==> src/rtl/mem_bus_arbiter.sv <==
// mem_bus_arbiter: shares one unified memory bus between the instruction-fetch
// port (I) and the data-access port (D) of the multicycle core. Only one
// transaction is in flight at a time. D has fixed priority over I, but once D
// has been granted STARVE_LIMIT times in a row while I was waiting, the next
// arbitration goes to I.

module mem_bus_arbiter #(
   parameter int ADDR_W       = 32,
   parameter int DATA_W       = 32,
   parameter int STARVE_LIMIT = 4
) (
   input  logic              clk,
   input  logic              reset,

   input  logic              i_req,
   input  logic [ADDR_W-1:0] i_addr,
   output logic              i_gnt,
   output logic              i_rvalid,
   output logic [DATA_W-1:0] i_rdata,

   input  logic              d_req,
   input  logic              d_we,
   input  logic [ADDR_W-1:0] d_addr,
   input  logic [DATA_W-1:0] d_wdata,
   output logic              d_gnt,
   output logic              d_rvalid,
   output logic [DATA_W-1:0] d_rdata,

   output logic              m_req,
   output logic              m_we,
   output logic [ADDR_W-1:0] m_addr,
   output logic [DATA_W-1:0] m_wdata,
   input  logic              m_ready,
   input  logic              m_rvalid,
   input  logic [DATA_W-1:0] m_rdata,

   output logic              owner,
   output logic              busy,
   output logic              err
);

   typedef enum logic [1:0] {
      IDLE = 2'd0,
      REQ  = 2'd1,
      RESP = 2'd2
   } state_t;

   localparam logic [3:0] LIMIT = 4'(STARVE_LIMIT);

   state_t     state;
   logic [3:0] starve_cnt;
   logic       accept;
   logic       complete;
   logic       pick_d;

   // Bus handshake decode and the arbitration decision taken when idle
   always_comb begin
      accept   = (state == REQ) && m_ready;
      complete = m_rvalid && (accept || (state == RESP));
      pick_d   = d_req && !(i_req && (starve_cnt == LIMIT));
   end

   assign m_req    = (state == REQ);
   assign busy     = (state != IDLE);
   assign i_gnt    = accept && !owner;
   assign d_gnt    = accept && owner;
   assign i_rvalid = complete && !owner;
   assign d_rvalid = complete && owner;
   assign i_rdata  = m_rdata;
   assign d_rdata  = m_rdata;

   // A completion that arrives with no transaction able to take it is flagged;
   // the reset term keeps err quiet while the block is held in reset
   assign err = reset && m_rvalid &&
                ((state == IDLE) || ((state == REQ) && !m_ready));

   // Transaction FSM: arbitrate and capture in IDLE, present the request in REQ,
   // wait for the completion in RESP
   always_ff @(posedge clk or negedge reset) begin
      if (!reset) begin
         state   <= IDLE;
         owner   <= 1'b0;
         m_we    <= 1'b0;
         m_addr  <= '0;
         m_wdata <= '0;
      end else begin
         case (state)
            IDLE: begin
               if (i_req || d_req) begin
                  state   <= REQ;
                  owner   <= pick_d;
                  m_we    <= pick_d && d_we;
                  m_addr  <= pick_d ? d_addr : i_addr;
                  m_wdata <= pick_d ? d_wdata : '0;
               end
            end
            REQ: begin
               if (accept) begin
                  state <= m_rvalid ? IDLE : RESP;
               end
            end
            RESP: begin
               if (m_rvalid) begin
                  state <= IDLE;
               end
            end
            default: begin
               state <= IDLE;
            end
         endcase
      end
   end

   // Starvation counter: counts D grants taken while I waits, cleared once I is
   // served or whenever I stops asking
   always_ff @(posedge clk or negedge reset) begin
      if (!reset) begin
         starve_cnt <= '0;
      end else if (d_gnt && i_req) begin
         if (starve_cnt < LIMIT) begin
            starve_cnt <= starve_cnt + 4'd1;
         end
      end else if (i_gnt || !i_req) begin
         starve_cnt <= '0;
      end
   end

endmodule

==> config.mk <==
export PLATFORM = sky130hd
export DESIGN_NAME = mem_bus_arbiter
export DESIGN_NICKNAME = d
export VERILOG_FILES = /design/src/rtl/mem_bus_arbiter.sv
export SDC_FILE = /design/constraint.sdc
export NUM_CORES = 1
export LEC_CHECK = 0
export CAP_MARGIN = 20
export CORE_AREA = 3 3 105 107
export DETAILED_ROUTE_END_ITERATION = 8
export DIE_AREA = 0 0 108 110
export DONT_BUFFER_PORTS = 1
export PLACE_DENSITY = 0.55
export SYNTH_ARGS = -nofsm -noshare
export SYNTH_HDL_FRONTEND = slang
export SYNTH_SLANG_ARGS = --single-unit
==> constraint.sdc <==
create_clock -name clk -period 1.8 [get_ports clk]
set_input_delay 0.18 -clock clk [delete_from_list [all_inputs] [get_ports clk]]
set_output_delay 0.18 -clock clk [all_outputs]
set_load 0.01 [all_outputs]
Word level (Yosys, flattened, before mapping). Cells that the tools add are included.

Register bits after elaboration: 72. Word-level logic and storage cells: 52. Output and inout bits: 137.

Equal/unequal tests: 7. $lt $le $gt $ge: 1. Mux-type cells: 10. Add/subtract/negate cells: 1. Reductions and logical operators: 27.

Operators by type and width (count): 32-bit 2-to-1 mux (2); 1-bit logical AND (13); 4-bit 2-to-1 mux (3); 2-bit 2-to-1 mux (4); 2-bit by 1-bit != test with 1-bit output (second input constant) (3); 2-bit case mux with 3 select lines (1); 4-bit by 1-bit adder with 4-bit output (second input constant) (1); 4-bit by 3-bit equality test with 1-bit output (second input constant) (1); 1-bit zero test (4); 1-bit logical OR (4); 4-bit by 3-bit less-than comparator with 1-bit output (second input constant) (1); 2-bit AND reduction (2); 2-bit nonzero test (2); 3-bit AND reduction (1); 2-bit by 1-bit equality test with 1-bit output (second input constant) (1); 2-bit equality test (second input constant) (1); 2-bit zero test (1); 2-bit != test (second input constant) (1).

Logic depth before layout (Yosys ltp).
Depth in word-level cells: 6. Mapped depth: 7. Depth with buffers taken out: 5.

Worst setup path before layout. No wires, ideal clock.

Path kind: flip-flop to flip-flop. From: register starve_cnt[0]. To: register m_wdata[4]. Period minus slack after synthesis: 1.551 ns. Data arrival time: 1.430 ns. Path buffers: 2. Stages on the path, launching flop included: 8. Path slack: 0.249 ns. Required time: 1.679 ns. Setup time: 0.121 ns. Cells stage by stage: dfrtp_1 > inv_1 > ha_1 > nand4b_1 > and3_1 > buf_2 > buf_6 > a22o_1.

Cells in the longest elaborated chain, start to end: 5.

Ends and longest elaborated chain: start: declaration (RTL line 51) `logic [3:0] starve_cnt;`; start signal: assignment (RTL line 121) `starve_cnt <= starve_cnt + 4'd1;`; 4-bit by 3-bit equality test with 1-bit output (RTL line 60) `pick_d = d_req && !(i_req && (starve_cnt == LIMIT));`; 1-bit logical AND (RTL line 60); 1-bit zero test (RTL line 60); 1-bit logical AND (RTL line 60); 32-bit 2-to-1 mux (RTL line 94) `m_wdata <= pick_d ? d_wdata : '0;`; end signal: assignment (RTL line 94); end: declaration (RTL line 32) `output logic [DATA_W-1:0] m_wdata,`.

No other way between the ends. A chain may end at the register's enable or synchronous reset.

Final worst setup path.
From: register state[0]. To: output busy.

Cells in the longest elaborated chain, start to end: 1.

Ends and longest elaborated chain: start: declaration (RTL line 50) `state_t state;`; start signal: assignment (RTL line 99) `state <= m_rvalid ? IDLE : RESP;`; 2-bit nonzero test (RTL line 64) `assign busy = (state != IDLE);`; end: declaration (RTL line 38) `output logic busy,`.

No other way between the ends.

==> metrics <==
CP max FO 40; Critical-path top delay cell dfrtp_1; CP Class register to output port; Final Hold Fails 72; first-pass GRT wire length 15510 um; post-synth top area share 0.4541; H-tree depth 3; effective utilization at floorplan 0.3878; Fin Setup TNS 0 ns; footprint of the multi-input gates 1333 sq um; P&R area growth vs syn 9.019%; Via density 5.690; post-route ant nets 0; worst skew pair latency 0.35 ns; Die W 108 um; unrepaired setup endpoints after global routing false; status complete, but fails checks; max-slew violations 0; largest net degree at the start of global routing 74; DRT Wirelength 10790 um; fin area 4325 sq um; largest area contributor in the netlist dfrtp_1; initial antenna violation count 0; crit-path cells nor2_4 -> buf_8 -> inv_1; total gr overflow 0; delay-heaviest family, CP flip-flops; synth top area cells dfrtp_1 45%, buf_4 12%, o221ai_2 11%, a22o_1 7.5%, nand4_1 5.0%; Post-synth EDFFs 0; final setup vio count 0; clk sinks 72; # DRC 0; Initial DRC Count 317; Worst VDD drop 0.5599 mV; crit path launch type register; Max clock buf depth 2; Peak Freq 0.6075 GHz; Seq/Total Area, Yosys 0.4541; I/O Buffers 0; Primary FF master, synth dfrtp_1; Fin Hold WS -0.4856 ns; power per cell area 1652 nW/um^2; CP endpoint kind output port; LEAKAGE 1.851 nW; Final Wtd Congestion 0.7315; vias in the first global route 2761; most frequent cells after synthesis 72 x dfrtp_1, 65 x buf_4, 40 x inv_1; Yosys reg bits 72; post-synthesis cell area 3968 sq um; Detail Placement HPWL 6947 um; number of antenna diodes 0; fraction of registers with async set/reset 1.000; Worst Max-Slew Pin Slew 0.9115 ns; postcts setup bufs 0; filler instances 968; number of I/O pins 272; violated checks negative hold slack; Syn. warnings 0; Placed Area 3575 sq um; Worst Path Required 1.62 ns; maxcap violations 0; Slew HR 0.3903; via count 2754; chip height 110 um; NumNets Final 480; clk root buf clkbuf_8; Wirelength per Cell 22.30 um; Synth Instances 368; fin crit share 0.9146; syn nets 505; Buf+Inv Stages, Crit Path 2; layout cell share with drive strength beyond 1 0.1753; core area 10230 sq um; Total Routing Usage GR 0.1723; Worst EP arrival 1.47 ns; Avg Inst Size Synth 10.78 sq um; final worst clock skew 0.005698 ns; Worst-path clk slew 0.08 ns; router iterations before antenna repair 5; TritonCTS clock tree built; Final Critical Period 1.646 ns; count leader, synth dfrtp_1; Worst Hold Class primary input to asynchronous set/reset pin; Rows 37; Crit path largest cell delay 0.48 ns; CTS Buf Count 9; Die ar. 11880 sq um; Reg area 1802 sq um; Synth cell types 34
state kept, by name (all words and copies together) (netlist names):
signal	cells
m_addr	32
m_wdata	32
starve_cnt	4
state	2
m_we	1
owner	1
per-stage QoR:
stage                     power (mW)  worst slack [ns]  std cells  utilization
after CTS                      7.197           0.09006        483       0.4214
after floorplan                5.167            0.2495        368            -
after global routing           7.560           0.04232        484       0.4228
after detailed placement       5.488            0.2410        418       0.3494
after global placement         5.399            0.3149        418       0.3494
final                          7.145            0.1538        484       0.4228
cell usage in the layout (no fill, tap or decap), drive strengths merged:
master	n
a211oi	1
a21o	1
a21oi	1
a22o	34
a31oi	1
and2	2
and3	2
and3b	2
buf	11
bufinv	3
clkbuf	10
clkinvlp	1
dfrtp	72
dlygate4sd3	50
ha	2
inv	42
mux2	1
nand2	3
nand3	32
nand3b	1
nand4	32
nand4b	2
nor2	2
nor2b	1
nor3	2
nor4	1
o21ai	3
o221ai	32
or2	1
worst paths after layout:
kind	slack [ns]	endpoint	from	depth (start not counted)
worst max-delay path	0.15	busy	state[0]$_DFFE_PN0P_	3
worst min-delay path	-0.49	m_addr[27]$_DFFE_PN0P_	reset	0
worst max register to register	0.24	m_wdata[3]$_DFFE_PN0P_	starve_cnt[0]$_DFFE_PN0P_	6
worst min register to register	0.54	starve_cnt[1]$_DFFE_PN0P_	starve_cnt[1]$_DFFE_PN0P_	1
max in group asynchronous	2.17	m_wdata[4]$_DFFE_PN0P_	reset	0
min in group clk	0.01	m_addr[8]$_DFFE_PN0P_	d_addr[8]	2
layer usage:
layer / wire, um / vias to the layer above / part of all wire / global-route usage
met2: 5511 / 103 / 0.51 / 0.2855
met4: 381 / 0 / 0.035 / 0.09829
met1: 3965 / 1392 / 0.37 / 0.1924
met5: 0 / - / 0 / 0
li1: - / 1213 / - / -
met3: 933 / 46 / 0.086 / 0.06232
area by class of cell:
cell class                      instances  area share
Tap cell                              136     0.03934
Clock buffer                           10     0.02951
Multi-Input combinational cell        159      0.3081
Inverter                               40     0.03471
Sequential cell                        72      0.4165
Timing Repair Buffer                   61      0.1452
Clock inverter                          6     0.02661
cell families after synthesis:
family | Yosys count | share of synthesized area
adder cells (fa/ha/maj) | 2 | 0.006306
buffers and inverters | 137 | 0.2103
AO/OA/AOI/OAI | 73 | 0.2034
multiplexers | 1 | 0.002838
flip-flops | 72 | 0.4541
AND/OR/NAND/NOR | 83 | 0.1230
where the power goes:
part | leakage, nW | internal, mW | switching (mW)
combinational | 0.831 | 1.12 | 1.21
clock | 0.117 | 0.931 | 0.654
sequential | 0.902 | 2.32 | 0.908
what timing repair did:
action,in CTS,in global routing
pin swaps,0,0
resized for setup,1,1
endpoints found under the hold margin,129,73
setup endpoints to repair,1,1
hold buffers,49,1
(Power assumes the default switching activity.)
